$ cat src/rtl/ex_stage_mc_if.sv
// Execute-stage bus: ID/EX operand side, forwarding inputs and EX/MEM result side.
// master = upstream/downstream environment, slave = the execute stage.
interface ex_stage_mc_if #(
  parameter int unsigned DATA_W  = 16,
  parameter int unsigned REG_W   = 4,
  parameter int unsigned NUM_FWD = 2
);
  localparam int unsigned SEL_W = $clog2(NUM_FWD + 1);

  logic                      in_valid;
  logic                      in_ready;
  logic [3:0]                in_opcode;
  logic [DATA_W-1:0]         in_a;
  logic [DATA_W-1:0]         in_b;
  logic [DATA_W-1:0]         in_imm;
  logic                      in_alu_src;
  logic [REG_W-1:0]          in_rd;
  logic [SEL_W-1:0]          fwd_sel_a;
  logic [SEL_W-1:0]          fwd_sel_b;
  logic [NUM_FWD*DATA_W-1:0] fwd_data;
  logic                      out_valid;
  logic                      out_ready;
  logic [DATA_W-1:0]         out_result;
  logic [REG_W-1:0]          out_rd;
  logic [2:0]                out_flags;
  logic                      busy;

  modport master (
    output in_valid, in_opcode, in_a, in_b, in_imm, in_alu_src, in_rd,
           fwd_sel_a, fwd_sel_b, fwd_data, out_ready,
    input  in_ready, out_valid, out_result, out_rd, out_flags, busy
  );

  modport slave (
    input  in_valid, in_opcode, in_a, in_b, in_imm, in_alu_src, in_rd,
           fwd_sel_a, fwd_sel_b, fwd_data, out_ready,
    output in_ready, out_valid, out_result, out_rd, out_flags, busy
  );
endinterface

$ cat src/rtl/ex_stage_mc.sv
// Execute stage: N-way operand forwarding, single-cycle ALU, iterative shift-add multiply,
// registered EX/MEM output with valid/ready and a persistent {Z,V,N} flag register.
// Optional: EX_SAT_ARITH_EN makes ADD/SUB saturate to the signed range on overflow.
module ex_stage_mc #(
  parameter int unsigned DATA_W  = 16,
  parameter int unsigned REG_W   = 4,
  parameter int unsigned NUM_FWD = 2,
  parameter int unsigned MUL_BPC = 1
) (
  input logic          clk,
  input logic          rst_n,
  input logic          flush,
  ex_stage_mc_if.slave bus
);
  localparam int unsigned SEL_W = $clog2(NUM_FWD + 1);
  localparam int unsigned SH_W  = $clog2(DATA_W);
  localparam int unsigned HALF  = DATA_W / 2;
  localparam int unsigned MUL_K = DATA_W / MUL_BPC;
  localparam int unsigned CNT_W = $clog2(MUL_K + 1);
  localparam logic [DATA_W-1:0] SMIN = {1'b1, {(DATA_W-1){1'b0}}};
  localparam logic [DATA_W-1:0] SMAX = ~SMIN;

  localparam logic [3:0] OP_ADD = 4'd0, OP_SUB = 4'd1, OP_XOR = 4'd2, OP_AND = 4'd3;
  localparam logic [3:0] OP_OR  = 4'd4, OP_SLL = 4'd5, OP_SRA = 4'd6, OP_ROR = 4'd7;
  localparam logic [3:0] OP_MUL = 4'd8, OP_LLB = 4'd9, OP_LHB = 4'd10, OP_PASS = 4'd11;

  typedef enum logic {S_IDLE, S_MUL} state_t;
  state_t state, state_d;

  logic                out_valid_q;
  logic [DATA_W-1:0]   out_result_q;
  logic [REG_W-1:0]    out_rd_q;
  logic [2:0]          flags_q;
  logic [DATA_W-1:0]   mul_a, mul_b, mul_acc, mul_acc_d;
  logic [CNT_W-1:0]    mul_cnt;
  logic [REG_W-1:0]    mul_rd;
  logic                in_rdy, accept, mul_done, is_mul;
  logic [DATA_W-1:0]   opa, fwd_b, opb, sum, diff, alu_res;
  logic [2*DATA_W-1:0] rot_w;
  logic [SH_W-1:0]     sh;
  logic                ovf;
  logic [2:0]          alu_flags;

  // Operand select: an out-of-range select falls back to the register operand.
  always_comb begin
    opa   = bus.in_a;
    fwd_b = bus.in_b;
    for (int unsigned k = 0; k < NUM_FWD; k++) begin
      if (bus.fwd_sel_a == SEL_W'(k + 1)) opa   = bus.fwd_data[k*DATA_W +: DATA_W];
      if (bus.fwd_sel_b == SEL_W'(k + 1)) fwd_b = bus.fwd_data[k*DATA_W +: DATA_W];
    end
    opb = bus.in_alu_src ? fwd_b : bus.in_imm;
  end

  always_comb begin
    sh        = opb[SH_W-1:0];
    sum       = opa + opb;
    diff      = opa - opb;
    rot_w     = {opa, opa} >> sh;
    alu_res   = '0;
    ovf       = 1'b0;
    alu_flags = flags_q;
    case (bus.in_opcode)
      OP_ADD: begin
        alu_res = sum;
        ovf     = (opa[DATA_W-1] == opb[DATA_W-1]) && (sum[DATA_W-1] != opa[DATA_W-1]);
      end
      OP_SUB: begin
        alu_res = diff;
        ovf     = (opa[DATA_W-1] != opb[DATA_W-1]) && (diff[DATA_W-1] != opa[DATA_W-1]);
      end
      OP_XOR:  alu_res = opa ^ opb;
      OP_AND:  alu_res = opa & opb;
      OP_OR:   alu_res = opa | opb;
      OP_SLL:  alu_res = opa << sh;
      OP_SRA:  alu_res = DATA_W'($signed(opa) >>> sh);
      OP_ROR:  alu_res = rot_w[DATA_W-1:0];
      OP_LLB:  alu_res = {opa[DATA_W-1:HALF], opb[HALF-1:0]};
      OP_LHB:  alu_res = {opb[HALF-1:0], opa[HALF-1:0]};
      OP_PASS: alu_res = opb;
      default: alu_res = '0;
    endcase
`ifdef EX_SAT_ARITH_EN
    // Overflow direction follows the sign of A for both ADD and SUB.
    if (ovf) alu_res = opa[DATA_W-1] ? SMIN : SMAX;
`endif
    if (bus.in_opcode == OP_ADD || bus.in_opcode == OP_SUB)
      alu_flags = {alu_res == '0, ovf, alu_res[DATA_W-1]};
    else if (bus.in_opcode >= OP_XOR && bus.in_opcode <= OP_ROR)
      alu_flags = {alu_res == '0, flags_q[1:0]};
  end

  // One shift-add step retiring MUL_BPC multiplier bits.
  always_comb begin
    mul_acc_d = mul_acc;
    for (int unsigned j = 0; j < MUL_BPC; j++) begin
      if (mul_b[j]) mul_acc_d = mul_acc_d + (mul_a << j);
    end
  end

  always_comb begin
    state_d  = state;
    in_rdy   = (state == S_IDLE) && (!out_valid_q || bus.out_ready) && !flush;
    accept   = bus.in_valid && in_rdy;
    is_mul   = (bus.in_opcode == OP_MUL);
    mul_done = 1'b0;
    case (state)
      S_IDLE: if (accept && is_mul) state_d = S_MUL;
      S_MUL: begin
        if (mul_cnt == CNT_W'(MUL_K - 1)) begin
          state_d  = S_IDLE;
          mul_done = !flush;
        end
      end
      default: state_d = S_IDLE;
    endcase
    if (flush) state_d = S_IDLE;
  end

  always_ff @(posedge clk or negedge rst_n) begin
    if (!rst_n) state <= S_IDLE;
    else        state <= state_d;
  end

  always_ff @(posedge clk or negedge rst_n) begin
    if (!rst_n) begin
      out_valid_q  <= 1'b0;
      out_result_q <= '0;
      out_rd_q     <= '0;
      flags_q      <= '0;
      mul_a        <= '0;
      mul_b        <= '0;
      mul_acc      <= '0;
      mul_cnt      <= '0;
      mul_rd       <= '0;
    end else begin
      if (flush) begin
        out_valid_q <= 1'b0;
      end else if (accept && !is_mul) begin
        out_valid_q  <= 1'b1;
        out_result_q <= alu_res;
        out_rd_q     <= bus.in_rd;
        flags_q      <= alu_flags;
      end else if (mul_done) begin
        out_valid_q  <= 1'b1;
        out_result_q <= mul_acc_d;
        out_rd_q     <= mul_rd;
        flags_q      <= {mul_acc_d == '0, flags_q[1:0]};
      end else if (out_valid_q && bus.out_ready) begin
        out_valid_q <= 1'b0;
      end

      if (accept && is_mul) begin
        mul_a   <= opa;
        mul_b   <= opb;
        mul_acc <= '0;
        mul_cnt <= '0;
        mul_rd  <= bus.in_rd;
      end else if (state == S_MUL) begin
        mul_a   <= mul_a << MUL_BPC;
        mul_b   <= mul_b >> MUL_BPC;
        mul_acc <= mul_acc_d;
        mul_cnt <= mul_cnt + CNT_W'(1);
      end
    end
  end

  assign bus.in_ready   = in_rdy;
  assign bus.out_valid  = out_valid_q;
  assign bus.out_result = out_result_q;
  assign bus.out_rd     = out_rd_q;
  assign bus.out_flags  = flags_q;
  assign bus.busy       = (state == S_MUL);
endmodule

$ cat src/flat_wrapper.sv
// flat-port wrapper written by rule: the top's interface ports become plain ports
module ex_stage_mc_flat 
#(
  parameter int unsigned DATA_W  = 16,
  parameter int unsigned REG_W   = 4,
  parameter int unsigned NUM_FWD = 2,
  parameter int unsigned MUL_BPC = 1
)
  (clk, rst_n, flush, bus_in_valid, bus_in_opcode, bus_in_a, bus_in_b, bus_in_imm, bus_in_alu_src, bus_in_rd, bus_fwd_sel_a, bus_fwd_sel_b, bus_fwd_data, bus_out_ready, bus_in_ready, bus_out_valid, bus_out_result, bus_out_rd, bus_out_flags, bus_busy);
  ex_stage_mc_if #(.DATA_W(DATA_W), .REG_W(REG_W), .NUM_FWD(NUM_FWD)) bus_i ();
  input logic clk;
  input logic rst_n;
  input logic flush;
  input wire logic [$bits(bus_i.in_valid)-1:0] bus_in_valid;
  input wire logic [$bits(bus_i.in_opcode)-1:0] bus_in_opcode;
  input wire logic [$bits(bus_i.in_a)-1:0] bus_in_a;
  input wire logic [$bits(bus_i.in_b)-1:0] bus_in_b;
  input wire logic [$bits(bus_i.in_imm)-1:0] bus_in_imm;
  input wire logic [$bits(bus_i.in_alu_src)-1:0] bus_in_alu_src;
  input wire logic [$bits(bus_i.in_rd)-1:0] bus_in_rd;
  input wire logic [$bits(bus_i.fwd_sel_a)-1:0] bus_fwd_sel_a;
  input wire logic [$bits(bus_i.fwd_sel_b)-1:0] bus_fwd_sel_b;
  input wire logic [$bits(bus_i.fwd_data)-1:0] bus_fwd_data;
  input wire logic [$bits(bus_i.out_ready)-1:0] bus_out_ready;
  output wire logic [$bits(bus_i.in_ready)-1:0] bus_in_ready;
  output wire logic [$bits(bus_i.out_valid)-1:0] bus_out_valid;
  output wire logic [$bits(bus_i.out_result)-1:0] bus_out_result;
  output wire logic [$bits(bus_i.out_rd)-1:0] bus_out_rd;
  output wire logic [$bits(bus_i.out_flags)-1:0] bus_out_flags;
  output wire logic [$bits(bus_i.busy)-1:0] bus_busy;
  assign bus_i.in_valid = bus_in_valid;
  assign bus_i.in_opcode = bus_in_opcode;
  assign bus_i.in_a = bus_in_a;
  assign bus_i.in_b = bus_in_b;
  assign bus_i.in_imm = bus_in_imm;
  assign bus_i.in_alu_src = bus_in_alu_src;
  assign bus_i.in_rd = bus_in_rd;
  assign bus_i.fwd_sel_a = bus_fwd_sel_a;
  assign bus_i.fwd_sel_b = bus_fwd_sel_b;
  assign bus_i.fwd_data = bus_fwd_data;
  assign bus_i.out_ready = bus_out_ready;
  assign bus_in_ready = bus_i.in_ready;
  assign bus_out_valid = bus_i.out_valid;
  assign bus_out_result = bus_i.out_result;
  assign bus_out_rd = bus_i.out_rd;
  assign bus_out_flags = bus_i.out_flags;
  assign bus_busy = bus_i.busy;
  ex_stage_mc #(.DATA_W(DATA_W), .REG_W(REG_W), .NUM_FWD(NUM_FWD), .MUL_BPC(MUL_BPC)) u_core (.clk(clk), .rst_n(rst_n), .flush(flush), .bus(bus_i));
endmodule
$ cat config.mk
export PLATFORM = sky130hd
export DESIGN_NAME = ex_stage_mc_flat
export DESIGN_NICKNAME = d
export VERILOG_FILES = /design/src/rtl/ex_stage_mc_if.sv /design/src/rtl/ex_stage_mc.sv /design/src/flat_wrapper.sv
export SDC_FILE = /design/constraint.sdc
export NUM_CORES = 1
export LEC_CHECK = 0
export CORE_AREA = 2 2 150 122
export CTS_CLUSTER_DIAMETER = 40
export DETAILED_ROUTE_END_ITERATION = 10
export DIE_AREA = 0 0 152 124
export PLACE_DENSITY = 0.82
export SYNTH_ARGS = -nofsm -noshare
export SYNTH_HDL_FRONTEND = slang
export SYNTH_SLANG_ARGS = --single-unit
$ cat constraint.sdc
create_clock -name clk -period 3.45 [get_ports clk]
set_input_delay 0.5175 -clock clk [delete_from_list [all_inputs] [get_ports clk]]
set_output_delay 0.5175 -clock clk [all_outputs]
set_load 0.01 [all_outputs]
==> run summary, run 1 <==
Yosys
* **count of unique library cells instantiated by Yosys** 90
* **multiplexer share of the synthesized area** 13.7%
* **area fraction in compound gates after synthesis** 27.8%
* **cell accounting for the most synthesized area** sky130_fd_sc_hd__dfrtp_1
* **top cell type's share of synthesized area** 20.7%
* **number of nets in the synthesized netlist** 1436
* **Synth Area per Inst** 7.81 um2
* **fraction of registers with async set or reset after synthesis** 100%
* **synthesized flop and latch total** 82
* **count of synthesis-stage warnings from yosys** 0
* **sequential area share after synthesis** 20.7%
* **EDFF count, synth** 0
* **area fraction in and, or, nand and nor cells after synthesis** 19.7%
* **combinational family with the most area after synthesis** compound AO/OA/AOI/OAI gates
* **area of the mapped netlist** 9900 um2
* **Top FF cell, synth** sky130_fd_sc_hd__dfrtp_1
* **most frequent cell after synthesis** sky130_fd_sc_hd__nand2_1
* **arithmetic-cell share of the synthesized area counting full adders, half adders and majority gates** 9.20%
* **list of most frequent post-synthesis cells** 136 x sky130_fd_sc_hd__nand2_1, 123 x sky130_fd_sc_hd__mux2i_1, 102 x sky130_fd_sc_hd__nor2_1
* **xor and xnor fraction of the mapped netlist area** 2.65%
* **Cells after Synth** 1267
* **Synth area leaders** sky130_fd_sc_hd__dfrtp_1 21%, sky130_fd_sc_hd__mux2i_1 12%, sky130_fd_sc_hd__ha_1 8.6%, sky130_fd_sc_hd__nand2_1 5.2%, sky130_fd_sc_hd__a21oi_1 4.4%

Floorplanning
* **cell row count** 43
* **vertical extent of the die** 124 um
* **horizontal extent of the die** 152 um
* **initial standard-cell utilization of the core** 57.3%
* **IO Pins** 124

Placed design
* **port bufs** 123
* **dpl hpwl** 34.7 mm
* **number of placed instances with taps included** 1866
* **final weighted congestion in routability-driven placement** 1.10
* **placement-stage worst setup slack** -1.08 ns

GRT
* **maximum number of pins on one net before global-route repair** 83
* **leftover overflow at the end of global routing** 243
* **GR Util All Layers** 82.8%

Clock network
* **library cell used as clock root buffer** sky130_fd_sc_hd__clkbuf_16
* **total of hold buffers inserted after clock tree synthesis** 0
* **number of buffers created by CTS** 9
* **number of buffers between clock root and the deepest sink** 2
* **number of levels in the clock H-tree** 3
* **clock net sink count** 82

Outcome
* **failing step** global routing
* **error message** [ERROR GRT-0232] Routing congestion too high. Check the congestion heatmap in the GUI.
* **status** aborted with a tool error

STA
* **endpoint with the least setup slack after the last repair** u_core.bus.out_flags[2]$_DFFE_PN0P_/D
* **Worst EP kind** sequential cell input

## through the flow
stage                     util, %  setup TNS (ns)  area [um2]
after global placement       79.4          -13.33       13700
after detailed placement     79.4          -15.39       13700
after floorplan                 -           -1.09       10200
after CTS                    86.7           -1.22       15000
## cell families after synthesis
family,count (synthesis)
AO/OA/AOI/OAI,409
XOR/XNOR,30
adder cells (fa/ha/maj),71
buffers and inverters,134
flip-flops,82
multiplexers,134
AND/OR/NAND/NOR,407
## layer usage
metal | track usage, % | overflow
met1 | 78.8 | 13
met3 | 73.0 | 12
met4 | 84.8 | 89
met5 | 43.4 | 2
met2 | 99.0 | 127
## what timing repair did
action	4_1_cts
buffers inserted	41
hold endpoints to repair	0
gates cloned	1
pin swaps	61
gates resized for setup	156
setup endpoints to repair	18
==> run 2: changes to the inputs <==
CORE_AREA = 2 2 161 163   (was 2 2 150 122)
CTS_CLUSTER_DIAMETER = default   (was 40)
DIE_AREA = 0 0 163 165   (was 0 0 152 124)
PLACE_DENSITY = default   (was 0.82)
PLACE_DENSITY_LB_ADDON = 0.15   (was default)
==> run 2 against run 1 <==
  * The flow now finishes, with violations (setup timing)
  * Synthesized cell count unchanged
  * Synthesized area unchanged
==> run summary, run 2 <==
Worst setup path
* **crit-path max FO** 6
* **Worst Setup Start Kind** input port
* **depth of the worst register-to-register path** 13
* **Crit Path Category** input port to flop
* **capturing point of the worst reg2reg path** u_core.bus.out_flags[2]
* **arrival time worst endpoint** 3.98 ns
* **critical path endpoint category** flop
* **reg-to-reg setup timing slack** 0.01 ns
* **data required time at the worst endpoint** 3.73 ns
* **beginning of the worst register-to-register path** u_core.mul_acc[0]

Route
* **DRT iter0 DRCs** 1042
* **total iterations of the first detailed-routing run** 5
* **total routed wirelength** 46.0 mm
* **post-detailed-route wirelength per cell** 22.0 um
* **antenna violation net count after detailed routing** 0
* **Vias** 12.2k
* **via density per instance** 5.83
* **drc violations** 0

Clock network
* **library cell used as clock root buffer** sky130_fd_sc_hd__clkbuf_16
* **total of hold buffers inserted after clock tree synthesis** 0
* **number of levels in the clock H-tree** 3
* **TritonCTS clock tree** yes
* **clock insertion delay at the later pin of the skew report** 0.34 ns
* **clock-pin slew reported for the worst setup and hold paths after clock tree synthesis** 0.07 ns
* **number of buffers between clock root and the deepest sink** 2
* **clock net sink count** 82
* **number of buffers created by CTS** 9

STA
* **final hold violations** 0
* **shortest clock period the worst path allows after layout** 3.71 ns
* **setup TNS** -1.14 ns
* **worst clock skew** 0.00955 ns
* **Final Worst Setup Slack** -0.257 ns
* **final worst-path cycle share** 107%
* **max-slew violations** 0
* **number of setup violations in the final report** 10
* **actual transition at the worst max-transition pin** 1.05 ns
* **headroom to the max-slew limit** 30.3%
* **RSZ-0062 raised after global routing** true
* **highest clock frequency the design can meet** 270 MHz
* **WHS** 0.346 ns

Yosys
* **xor and xnor fraction of the mapped netlist area** 2.65%
* **number of nets in the synthesized netlist** 1436
* **area of the mapped netlist** 9900 um2
* **most frequent cell after synthesis** sky130_fd_sc_hd__nand2_1
* **arithmetic-cell share of the synthesized area counting full adders, half adders and majority gates** 9.20%
* **top cell type's share of synthesized area** 20.7%
* **area fraction in and, or, nand and nor cells after synthesis** 19.7%
* **cell accounting for the most synthesized area** sky130_fd_sc_hd__dfrtp_1
* **fraction of registers with async set or reset after synthesis** 100%
* **list of most frequent post-synthesis cells** 136 x sky130_fd_sc_hd__nand2_1, 123 x sky130_fd_sc_hd__mux2i_1, 102 x sky130_fd_sc_hd__nor2_1
* **Synth area leaders** sky130_fd_sc_hd__dfrtp_1 21%, sky130_fd_sc_hd__mux2i_1 12%, sky130_fd_sc_hd__ha_1 8.6%, sky130_fd_sc_hd__nand2_1 5.2%, sky130_fd_sc_hd__a21oi_1 4.4%
* **Top FF cell, synth** sky130_fd_sc_hd__dfrtp_1
* **Cells after Synth** 1267
* **count of synthesis-stage warnings from yosys** 0
* **Synth Area per Inst** 7.81 um2
* **multiplexer share of the synthesized area** 13.7%
* **count of unique library cells instantiated by Yosys** 90
* **combinational family with the most area after synthesis** compound AO/OA/AOI/OAI gates
* **area fraction in compound gates after synthesis** 27.8%
* **synthesized flop and latch total** 82
* **EDFF count, synth** 0
* **sequential area share after synthesis** 20.7%

GRT
* **leftover overflow at the end of global routing** 0
* **GR Util All Layers** 33.8%
* **initial antenna violation count** 0
* **met3 demand-to-capacity share in global routing** 4.62%
* **Global Route met2 Usage** 56.4%
* **global-route layer with the greatest usage** met2
* **met1 usage** 44.1%
* **first-pass GRT wire length** 69.3 mm
* **maximum number of pins on one net before global-route repair** 83
* **number of global-route vias before repair** 12.0k

Floorplanning
* **vertical extent of the die** 165 um
* **IO Pins** 124
* **horizontal extent of the die** 163 um
* **Die Footprint** 26900 um2
* **cell row count** 58
* **core area** 25000 um2
* **initial standard-cell utilization of the core** 39.5%

Layout
* **leading cell types in the layout, fill and taps excluded** 406 x sky130_fd_sc_hd__buf_4, 136 x sky130_fd_sc_hd__nand2_1, 96 x sky130_fd_sc_hd__nor2_1
* **number of cells in the finished layout apart from fillers** 2097
* **commonest non-fill, non-tap cell in the layout** sky130_fd_sc_hd__buf_4
* **ANT cells** 0
* **relative area change from synthesis to final layout** 61.5%
* **final net count** 1931
* **share of layout cells above drive strength 1** 36.7%

Min path
* **worst hold path class** input port to asynchronous set/reset pin

Pwr
* **logic gate share of total power** 67.0%
* **Design Power** 7.57 mW
* **internal power** 4.27 mW
* **clock network fraction of design power** 12.3%
* **proportion of total power due to net switching** 43.6%
* **PD cells** 473 nW/um2
* **sequential share of power** 20.8%
* **total net switching power** 3.30 mW
* **reported leakage power** 7.23 nW
* **highest ir drop seen on vdd** 0.421 mV

Placed design
* **placement-stage worst setup slack** -0.968 ns
* **port bufs** 123
* **number of placed instances with taps included** 2007
* **final weighted congestion in routability-driven placement** 1.02
* **dpl hpwl** 35.9 mm

Outcome
* **violations in the final reports** setup timing
* **status** finished, violations left

Job
* **count of maximum capacitance violations** 0

-- run 2: cell counts after synthesis --
No cell type changed its count.
-- run 2: logic make-up after synthesis --
kind of cell             count (synthesis)
adder cells (fa/ha/maj)                 71
flip-flops                              82
multiplexers                           134
XOR/XNOR                                30
buffers and inverters                  134
AND/OR/NAND/NOR                        407
AO/OA/AOI/OAI                          409
-- run 2: stage by stage --
step | instance area, um2 | util (%)
2_1_floorplan | 10200 | -
3_3_place_gp | 14100 | 56.3
3_5_place_dp | 14100 | 56.3
4_1_cts | 15300 | 61.2
5_1_grt | 16000 | 63.9
6_report | 16000 | 63.9
-- run 2: routing by layer --
| layer | wire [um] | up-vias |
|---|---|---|
| met5 | 0 | - |
| li1 | - | 5713 |
| met2 | 21300 | 548 |
| met1 | 19600 | 5827 |
| met4 | 2070 | 0 |
| met3 | 3100 | 130 |
-- run 2: final cells by class --
type	count	area (um2)
clock inverter	6	48.8
clock buffer	10	229
timing repair buffer	561	4720
sequential	82	2050
inverter	57	221
tap	330	413
fill	2189	9050
multi-input combinational	1051	8310
-- run 2: worst max-delay path: stages --
cell,delay (ns)
sky130_fd_sc_hd__buf_8,0.10
sky130_fd_sc_hd__buf_12,0.14
sky130_fd_sc_hd__buf_8,0.13
sky130_fd_sc_hd__mux2i_4,0.18
sky130_fd_sc_hd__mux2i_4,0.27
sky130_fd_sc_hd__buf_12,0.14
sky130_fd_sc_hd__ha_4,0.21
sky130_fd_sc_hd__a211oi_4,0.24
sky130_fd_sc_hd__o31a_1,0.25
sky130_fd_sc_hd__o41ai_4,0.09
sky130_fd_sc_hd__a21o_1,0.22
sky130_fd_sc_hd__or4_4,0.42
sky130_fd_sc_hd__a32oi_2,0.25
sky130_fd_sc_hd__xnor2_2,0.17
sky130_fd_sc_hd__o211ai_1,0.15
sky130_fd_sc_hd__nor4_1,0.29
sky130_fd_sc_hd__nand4_1,0.13
sky130_fd_sc_hd__nand2_1,0.08
-- run 2: repair_timing --
action                                  CTS  global route
gates resized for setup                 155           120
endpoints found under the setup margin   17            15
pin swaps                                57            70
buffers inserted                         58            24
-- run 2: worst max path at each step --
stage	startpoint	endpoint	slack (ns)	cells after the start
floorplan	bus_fwd_sel_b[0]	u_core.bus.out_result[15]	-0.34	19
global placement	bus_fwd_sel_b[1]	u_core.bus.out_flags[2]	-1.01	19
detailed placement	bus_fwd_sel_b[1]	u_core.bus.out_result[15]	-0.97	19
CTS	bus_fwd_sel_b[0]	u_core.bus.out_flags[2]	-0.21	19
global route	bus_fwd_sel_b[0]	u_core.bus.out_flags[2]	-0.36	18
finish	bus_fwd_sel_a[0]	u_core.bus.out_flags[2]	-0.26	18
-- run 2: power groups by stage --
stage                     registers (mW)  logic, mW  clock network, mW
final                               1.57       5.07              0.928
after floorplan                     1.54       2.45                  0
after detailed placement            1.59       4.45                  0
after global placement              1.57       4.40                  0
after CTS                           1.57       4.78              0.947
after global routing                1.61       5.45              0.986
(Power assumes the default switching activity.)
==> run 3: changes to the inputs <==
--- a/config.mk
+++ b/config.mk
@@ -6,8 +6,10 @@
 export NUM_CORES = 1
 export LEC_CHECK = 0
+export CAP_MARGIN = 10
 export CORE_AREA = 2 2 161 163
 export DETAILED_ROUTE_END_ITERATION = 10
 export DIE_AREA = 0 0 163 165
 export PLACE_DENSITY_LB_ADDON = 0.15
+export SKIP_LAST_GASP = 1
 export SYNTH_ARGS = -nofsm -noshare
 export SYNTH_HDL_FRONTEND = slang
==> constraint.sdc (replaced) <==
create_clock -name clk -period 3.45 [get_ports clk]
set_input_delay 0.5175 -clock clk [delete_from_list [all_inputs] [get_ports clk]]
set_output_delay 0.5175 -clock clk [all_outputs]
set_load 0.005 [all_outputs]
==> run 3 against run 2 <==
  * The flow still finishes with violations (setup timing)
  * Via count grew 0.21%
  * Global-route usage stayed put
  * Critical path depth is the same
  * Sequential power is essentially flat
  * Total power down 0.53%
  * Setup slack worse by 0.018 ns
  * First-iteration DRC count rose by 2.7%
  * Non-clock buffer count is the same
  * Largest power group unchanged
  * Highest routed layer unchanged
==> run summary, run 3 (synthesis gave the netlist of run 2 again) <==
Outcome
* **status** finished, violations left
* **violations in the final reports** setup timing

Floorplanning
* **vertical extent of the die** 165 um
* **IO Pins** 124
* **cell row count** 58
* **Die Footprint** 26900 um2
* **initial standard-cell utilization of the core** 39.5%
* **core area** 25000 um2
* **horizontal extent of the die** 163 um

Route
* **Vias** 12.2k
* **antenna violation net count after detailed routing** 0
* **total routed wirelength** 46.1 mm
* **DRT iter0 DRCs** 1070
* **drc violations** 0
* **total iterations of the first detailed-routing run** 5
* **via density per instance** 5.84
* **post-detailed-route wirelength per cell** 22.0 um

GRT
* **initial antenna violation count** 0
* **number of global-route vias before repair** 12.0k
* **GR Util All Layers** 33.8%
* **first-pass GRT wire length** 69.3 mm
* **leftover overflow at the end of global routing** 0
* **maximum number of pins on one net before global-route repair** 83

Pwr
* **logic gate share of total power** 66.7%
* **total net switching power** 3.26 mW
* **highest ir drop seen on vdd** 0.423 mV
* **reported leakage power** 7.22 nW
* **PD cells** 471 nW/um2
* **internal power** 4.27 mW
* **Design Power** 7.53 mW
* **clock network fraction of design power** 12.4%
* **sequential share of power** 20.9%
* **proportion of total power due to net switching** 43.3%

Layout
* **leading cell types in the layout, fill and taps excluded** 406 x sky130_fd_sc_hd__buf_4, 136 x sky130_fd_sc_hd__nand2_1, 96 x sky130_fd_sc_hd__nor2_1
* **relative area change from synthesis to final layout** 61.3%
* **commonest non-fill, non-tap cell in the layout** sky130_fd_sc_hd__buf_4
* **fill count** 2193
* **share of layout cells above drive strength 1** 36.7%
* **final core occ** 63.8%
* **final net count** 1931
* **Finished Cell Area** 16000 um2
* **ANT cells** 0

STA
* **shortest clock period the worst path allows after layout** 3.72 ns
* **Final Worst Setup Slack** -0.275 ns
* **setup TNS** -1.21 ns
* **headroom to the max-slew limit** 30.0%
* **final hold violations** 0
* **highest clock frequency the design can meet** 268 MHz
* **number of setup violations in the final report** 11
* **worst clock skew** 0.00930 ns
* **WHS** 0.318 ns
* **final worst-path cycle share** 108%
* **max-slew violations** 0
* **RSZ-0062 raised after global routing** true
* **actual transition at the worst max-transition pin** 1.05 ns

Worst setup path
* **depth of the worst register-to-register path** 13
* **reg-to-reg setup timing slack** 0 ns
* **beginning of the worst register-to-register path** u_core.mul_acc[0]
* **crit-path max FO** 6
* **capturing point of the worst reg2reg path** u_core.bus.out_flags[2]
* **Crit Path Category** input port to flop
* **data required time at the worst endpoint** 3.73 ns
* **Worst Setup Start Kind** input port
* **critical path endpoint category** flop
* **arrival time worst endpoint** 4.00 ns

Clock network
* **total of hold buffers inserted after clock tree synthesis** 0
* **clock insertion delay at the later pin of the skew report** 0.34 ns
* **number of buffers between clock root and the deepest sink** 2
* **library cell used as clock root buffer** sky130_fd_sc_hd__clkbuf_16
* **TritonCTS clock tree** yes
* **clock-pin slew reported for the worst setup and hold paths after clock tree synthesis** 0.07 ns
* **clock net sink count** 82
* **number of levels in the clock H-tree** 3
* **number of buffers created by CTS** 9

Min path
* **worst hold path class** input port to asynchronous set/reset pin

Placed design
* **dpl hpwl** 35.9 mm
* **port bufs** 123
* **final weighted congestion in routability-driven placement** 1.02
* **cell area after placement** 14100 um2

Job
* **count of maximum capacitance violations** 0

-- run 3: changes by cell type in the layout (fill, tap and decap cells not counted) --
cell,change
sky130_fd_sc_hd__inv_2,-1
sky130_fd_sc_hd__nor2_2,+1
sky130_fd_sc_hd__o2111ai_4,-1
sky130_fd_sc_hd__mux2_4,-1
sky130_fd_sc_hd__nor2_4,-1
sky130_fd_sc_hd__mux2_2,+1
sky130_fd_sc_hd__inv_1,+1
sky130_fd_sc_hd__o2111ai_2,+1
-- run 3: area by class of cell --
cell class | count | area, um2 | area share [%]
flip-flops and latches | 82 | 2050 | 12.9
clock inverters | 6 | 48.8 | 0.306
inverters | 57 | 221 | 1.39
repair buffers | 561 | 4720 | 29.5
clock buffers | 10 | 229 | 1.43
well taps | 330 | 413 | 2.59
multi-input cells | 1051 | 8290 | 51.9
-- run 3: per-layer routing --
metal	GRT usage, %	part of all wire, %
met5	0	0
met4	13.3	4.4
met3	4.62	6.7
met2	56.4	46
met1	44.1	43
-- run 3: per-stage QoR --
| stage | std cells | worst slack (ns) |
|---|---|---|
| floorplan | 1267 | -0.343 |
| global placement | 2007 | -1.01 |
| detailed placement | 2007 | -0.968 |
| CTS | 2079 | -0.213 |
| global route | 2097 | -0.388 |
| finish | 2097 | -0.275 |
-- run 3: critical path, stage by stage --
cell and delay [ns]:
sky130_fd_sc_hd__buf_12 0.12, sky130_fd_sc_hd__buf_8 0.13, sky130_fd_sc_hd__mux2i_2 0.26, sky130_fd_sc_hd__o22ai_2 0.13, sky130_fd_sc_hd__a21oi_2 0.24, sky130_fd_sc_hd__inv_2 0.10
sky130_fd_sc_hd__ha_4 0.19, sky130_fd_sc_hd__nor4_4 0.23, sky130_fd_sc_hd__o31a_1 0.27, sky130_fd_sc_hd__o41ai_4 0.09, sky130_fd_sc_hd__a21o_1 0.22, sky130_fd_sc_hd__or4_4 0.42
sky130_fd_sc_hd__a32oi_2 0.25, sky130_fd_sc_hd__xnor2_2 0.17, sky130_fd_sc_hd__o211ai_1 0.15, sky130_fd_sc_hd__nor4_1 0.29, sky130_fd_sc_hd__nand4_1 0.13, sky130_fd_sc_hd__nand2_1 0.08
-- run 3: power by group through the flow --
stage	sequential, mW	combinational, mW	clock, mW
final	1.58	5.02	0.932
after global routing	1.61	5.41	0.986
after CTS	1.57	4.74	0.947
after detailed placement	1.59	4.41	0
after global placement	1.57	4.36	0
after floorplan	1.50	2.45	0
-- run 3: how the worst max path moves through the flow --
stage | to | from | slack (ns) | cells after the start
floorplan | u_core.bus.out_result[15] | bus_fwd_sel_b[0] | -0.34 | 19
global placement | u_core.bus.out_flags[2] | bus_fwd_sel_b[1] | -1.01 | 19
detailed placement | u_core.bus.out_result[15] | bus_fwd_sel_b[1] | -0.97 | 19
CTS | u_core.bus.out_flags[2] | bus_fwd_sel_b[0] | -0.21 | 19
global route | u_core.bus.out_flags[2] | bus_fwd_sel_b[0] | -0.39 | 18
finish | u_core.bus.out_flags[2] | bus_fwd_sel_b[0] | -0.27 | 18
-- run 3: what timing repair did --
action | in CTS | in global routing
buffers inserted | 58 | 24
cloned | 0 | 0
pin swaps | 57 | 70
gates resized for setup | 155 | 116
setup endpoints to repair | 17 | 15
